==> config.mk <==
export PLATFORM = sky130hd
export DESIGN_NAME = rr_arb8_sched
export DESIGN_NICKNAME = d
export VERILOG_FILES = /design/src/rtl/rr_arb8_sched.sv
export SDC_FILE = /design/constraint.sdc
export NUM_CORES = 1
export LEC_CHECK = 0
export ABC_AREA = 1
export CAP_MARGIN = 25
export CORE_MARGIN = 3
export CORE_UTILIZATION = 50
export CTS_CLUSTER_DIAMETER = 30
export DETAILED_ROUTE_END_ITERATION = 16
export HOLD_SLACK_MARGIN = 0.08
export PLACE_DENSITY = 0.77
export SYNTH_ARGS = -nofsm -noshare
export SYNTH_HDL_FRONTEND = slang
export SYNTH_SLANG_ARGS = --single-unit
==> constraint.sdc <==
create_clock -name sys_clk -period 2.5 [get_ports sys_clk]
set_input_delay 0.5 -clock sys_clk [delete_from_list [all_inputs] [get_ports sys_clk]]
set_output_delay 0.5 -clock sys_clk [all_outputs]
set_load 0.005 [all_outputs]
==> src/rtl/rr_arb8_sched.sv <==
// ============================================================================
//  Module      : rr_arb8_sched
//  Description : Eight-way round-robin scheduler with a one-hot grant decode,
//                a mandatory one-cycle turnaround between owners and an
//                optional hold-time limit with lockable preemption.
//  Revision    : 1.0  initial release
// ============================================================================
`default_nettype none

module rr_arb8_sched #(
    parameter int HOLD_MAX = 0
) (
    input  logic       sys_clk,
    input  logic       reset,
    input  logic [7:0] req,
    input  logic       lock,
    output logic [7:0] gnt,
    output logic [2:0] gnt_idx,
    output logic       gnt_valid,
    output logic       preempt,
    output logic       busy
);

    typedef enum logic [1:0] {
        ST_IDLE  = 2'd0,
        ST_GRANT = 2'd1,
        ST_TURN  = 2'd2
    } state_t;

    localparam logic       c_timeout_en = (HOLD_MAX != 0);
    localparam logic [7:0] c_hold_thr   = (HOLD_MAX == 0) ? 8'd0 : 8'(HOLD_MAX - 1);

    state_t     r_state;
    logic [2:0] r_last;
    logic [2:0] r_gnt_idx;
    logic [7:0] r_gnt;
    logic [7:0] r_hold_cnt;
    logic       r_gnt_valid;
    logic       r_preempt;
    logic       r_busy;

    logic [2:0] w_win_idx;
    logic [2:0] w_cand;
    logic       w_found;
    logic [7:0] w_win_oh;
    logic [7:0] w_owner_oh;
    logic       w_any_req;
    logic       w_release;
    logic       w_at_limit;
    logic       w_others;
    logic       w_preempt;

    // Rotating scan: last+1 first, previous owner considered last.
    always_comb begin
        w_win_idx = r_last;
        w_cand    = r_last;
        w_found   = 1'b0;
        for (int k = 1; k <= 8; k++) begin
            w_cand = r_last + 3'(k);
            if (!w_found && req[w_cand]) begin
                w_win_idx = w_cand;
                w_found   = 1'b1;
            end
        end
    end

    generate
        for (genvar n = 0; n < 8; n++) begin : g_onehot
            assign w_win_oh[n]   = (w_win_idx == 3'(n));
            assign w_owner_oh[n] = (r_gnt_idx == 3'(n));
        end
    endgenerate

    assign w_any_req  = |req;
    assign w_release  = ~req[r_gnt_idx];
    assign w_at_limit = c_timeout_en && (r_hold_cnt == c_hold_thr);
    assign w_others   = |(req & ~w_owner_oh);
    // Voluntary release takes precedence, so a coincident timeout never flags.
    assign w_preempt  = w_at_limit && !lock && w_others && !w_release;

    always_ff @(posedge sys_clk) begin
        if (reset) begin
            r_state     <= ST_IDLE;
            r_last      <= 3'd7;
            r_gnt_idx   <= 3'd0;
            r_gnt       <= 8'd0;
            r_hold_cnt  <= 8'd0;
            r_gnt_valid <= 1'b0;
            r_preempt   <= 1'b0;
            r_busy      <= 1'b0;
        end else begin
            case (r_state)
                ST_IDLE: begin
                    r_preempt <= 1'b0;
                    if (w_any_req) begin
                        r_state     <= ST_GRANT;
                        r_gnt_idx   <= w_win_idx;
                        r_last      <= w_win_idx;
                        r_gnt       <= w_win_oh;
                        r_gnt_valid <= 1'b1;
                        r_hold_cnt  <= 8'd0;
                        r_busy      <= 1'b1;
                    end
                end
                ST_GRANT: begin
                    if (w_release || w_preempt) begin
                        r_state     <= ST_TURN;
                        r_gnt       <= 8'd0;
                        r_gnt_valid <= 1'b0;
                        r_preempt   <= w_preempt;
                    end else if (!w_at_limit && (r_hold_cnt != 8'hFF)) begin
                        // Pinned at the threshold so a later lock drop or a new
                        // requester can still trigger preemption.
                        r_hold_cnt <= r_hold_cnt + 8'd1;
                    end
                end
                ST_TURN: begin
                    r_preempt <= 1'b0;
                    if (w_any_req) begin
                        r_state     <= ST_GRANT;
                        r_gnt_idx   <= w_win_idx;
                        r_last      <= w_win_idx;
                        r_gnt       <= w_win_oh;
                        r_gnt_valid <= 1'b1;
                        r_hold_cnt  <= 8'd0;
                    end else begin
                        r_state <= ST_IDLE;
                        r_busy  <= 1'b0;
                    end
                end
                default: begin
                    r_state     <= ST_IDLE;
                    r_gnt       <= 8'd0;
                    r_gnt_valid <= 1'b0;
                    r_preempt   <= 1'b0;
                    r_busy      <= 1'b0;
                end
            endcase
        end
    end

    assign gnt       = r_gnt;
    assign gnt_idx   = r_gnt_idx;
    assign gnt_valid = r_gnt_valid;
    assign preempt   = r_preempt;
    assign busy      = r_busy;

endmodule

`default_nettype wire
==> impl_results.md <==
* Status: completed
* Final GP Congestion at 0.8858
* Layout cell share with drive strength beyond 1 at 30.19%
* Iteration-0 DRC Markers at 65
* Clk_lat worst skew at 0.30 ns
* ANT cells at 0
* Final WL at 4173 um
* Sink Count at 18
* Global route total overflow at 0
* Pre-Repair DR Iteration Count at 5
* Placed cell count at 349
* Global-route wire length before repair at 7251 um
* GRT Total Usage at 20.88%
* Worst VDD drop at 812.9 uV
* Clock buffer depth at 2
* Cell Int Power at 1.613 mW
* Number of nets with antenna violations after routing at 0
* Clock Power Share at 4.9%
* Row count at 21
* DP Worst Slack at -0.1597 ns
* Crit path max fanout at 6
* Final Non-Filler Cells at 354
* Power Density at 1614 nW/um2
* Worst Setup End Kind: register
* Wire length per cell at 11.79 um
* Psw at 2.062 mW
* CTS tree: built
* Ys async rst share at 0%
* Clock transition at the registers of the reported paths at 0.10 ns
* DR vias/cell at 5.079
* Fin. max-slew vios at 0
* Vert. Die Dim at 66.30 um
* Startpoint Class: input pin
* Final setup fails at 0
* Switching share of power at 56.12%
* CP dominant cell by count: nand2_2
* CP delay by family, top: simple AND/OR/NAND/NOR gates
* Buf+Inv Stages, Crit Path at 3
* Total clock buffers created by CTS at 3
* Min-Delay Path Class: reg -> reg
* Avg Cell Area, Syn at 6.860 um2
* Synth warnings at 0
* CP required at 2.68 ns
* Initial antenna violation count at 0
* Total core area at 3416 um2
* Distinct cells, synth at 34
* Mapped cell area at 1818 um2
* NumNets Final at 322
* Worst-path cell chain: clkdlybuf4s50_1 > nand2_1 > nand3_1 > nand3_4 > nand2_4 > inv_2 > nand3_4 > nor2_4 > nand4_4 > nand2_2 > inv_2 > nand2_2 > nand2_2 > nand2_2 > nor2_1 > nor2_1 > nor2_1
* RSZ-0062 raised after global routing: false
* Register Area at 361.6 um2
* GR Layer Usage met2 at 35.19%
* Tot Pwr at 3.675 mW
* Slew @ Worst Pin at 0.5425 ns
* Combinational Power Share at 83.7%
* Synthesized Nets at 278
* Final Hold Viols at 0
* Initial cell density of the core at 53.22%
* Synthesis-to-layout area growth at 25.26%
* EDFF count, synth at 0
* Clock Skews at 0.001847 ns
* Worst Path Arrival at 2.54 ns
* Leakage at 1.084 nW
* Post-DP HPWL at 3413 um
* Vias in the first global route at 1653
* Width of the chip at 66.30 um
* Final Critical Period at 2.368 ns
* DIE AREA at 4396 um2
* # DRC at 0
* DR vias at 1798
* Root buffer cell: clkbuf_4
* Rel. slew slack at 63.72%
* Worst path slowest cell: clkdlybuf4s50_1
* Setup ws final at 0.1322 ns
* Seq/Total Area, Yosys at 19.82%
* Synthesis-stage register bit count at 18
* Post-Route Setup TNS at 0 ns
* Multi-input combinational cell area at 1275 um2
* Peak-usage layer in the global routing report: met2
* CTS Hold Bufs at 0
* Top_reg_cell synth: dfxtp_1
* Sequential power share at 11.4%
* Critical path class: in -> reg
* Largest net degree at the start of global routing at 15
* Cells after synthesis at 265
* Port buffer count at 22
* M1 GR Usage at 26.80%
* Fill cell count at 299
* Max incr delay on CP at 0.50 ns
* H-tree levels at 1
* Io pins at 25
* Final Cycle Share at 94.71%
* FMAX at 422.3 MHz
* Met3 usage at 3.571%
* Max-cap viol count at 0
final timing paths:
kind | from | to | slack (ns) | depth (start not counted)
max | req[6] | gnt[4] | 0.13 | 17
min | gnt_valid | gnt_valid | 0.46 | 2
max reg2reg | r_last[0] | gnt[4] | 0.18 | 19
min reg2reg | gnt_valid | gnt_valid | 0.46 | 2
stage by stage:
stage | cell area, um2 | hold slack (ns) | utilization, %
after floorplan | 1818 | 0.4513 | -
after global placement | 2205 | 0.4509 | 64.54
after detailed placement | 2205 | 0.4538 | 64.54
after CTS | 2243 | 0.4682 | 65.68
after global routing | 2277 | 0.4794 | 66.67
final | 2277 | 0.4643 | 66.67
per-layer routing:
metal,vias to the layer above,wire length (um)
li1,938,-
met2,49,2027
met3,10,178
met4,0,76
met1,801,1890
met5,-,0
worst reg2reg max path: stages, from the launching register on:
cell and delay, ns:
dfxtp_1 0.37, buf_6 0.17, ha_1 0.20, inv_1 0.06, nand2_1 0.05, nand2_1 0.09
nand3_4 0.11, nand2_4 0.07, inv_2 0.10, nand3_4 0.07, nor2_4 0.11, nand4_4 0.15
nand2_2 0.11, inv_2 0.03, nand2_2 0.08, nand2_2 0.06, nand2_2 0.10, nor2_1 0.06
nor2_1 0.13, nor2_1 0.06
power groups by stage:
stage          clock network, mW  registers (mW)  logic, mW
3_5_place_dp                   0           0.421       3.01
5_1_grt                    0.196           0.427       3.43
3_3_place_gp                   0           0.419       2.94
4_1_cts                    0.186           0.415       3.03
2_1_floorplan                  0           0.424       2.33
6_report                   0.180           0.419       3.08
cell families after synthesis:
group | share of synthesized area, %
other | 0.2063
adders and majority gates | 1.376
AOI/OAI and AO/OA | 8.672
xor gates and xnor gates | 3.029
buffers and inverters | 11.01
DFF | 19.82
and+or+nand+nor | 55.89
repair_timing:
item                                    in CTS  in global routing
gates cloned                                 0                  0
pin swaps                                    0                  0
buffers inserted                             0                  1
endpoints found under the setup margin       1                 10
resized for setup                            1                  6
final cells by class:
| cell class | count | area share, % |
|---|---|---|
| sequential | 18 | 15.88 |
| multi-input combinational | 204 | 55.99 |
| timing repair buffer | 45 | 17.58 |
| clock buffer | 4 | 1.593 |
| inverter | 37 | 6.429 |
| tap | 46 | 2.527 |
state kept, by name, summed over array words and instances, names as in the netlist:
| name | flops |
|---|---|
| busy | 1 |
| gnt | 8 |
| r_state | 2 |
| gnt_valid | 1 |
| r_last | 3 |
| gnt_idx | 3 |
Yosys cell counts, types with 2 or more instances:
master	count	share of area [%]
o21ai_0	7	1.9
inv_2	11	2.3
buf_6	2	1.2
nand2_4	9	5.6
nand3_4	5	4.8
inv_1	24	5.0
nor2_4	3	1.9
nand2_1	70	14
nand3_1	29	8.0
nand4_2	2	1.4
nand2_2	13	4.5
dfxtp_1	18	20
o211ai_1	4	1.7
nand3_2	11	6.1
ha_1	2	1.4
a21oi_1	9	2.5
buf_4	2	0.83
nor2_1	27	5.6
a21oi_2	2	0.96
placed cells by master, fill, tap and decap left out, types with 4 or more instances in the layout:
cell type,netlist,routed
nand2_1,70,70
nand3_1,29,28
nor2_1,27,27
inv_1,24,24
clkdlybuf4s50_1,0,22
buf_4,2,21
dfxtp_1,18,17
nand2_2,13,13
nand3_2,11,12
inv_2,11,10
nand2_4,9,9
a21oi_1,9,9
o21ai_0,7,7
nand3_4,5,5
o211ai_1,4,4
Note: power is estimated with default switching activity, not from simulation.
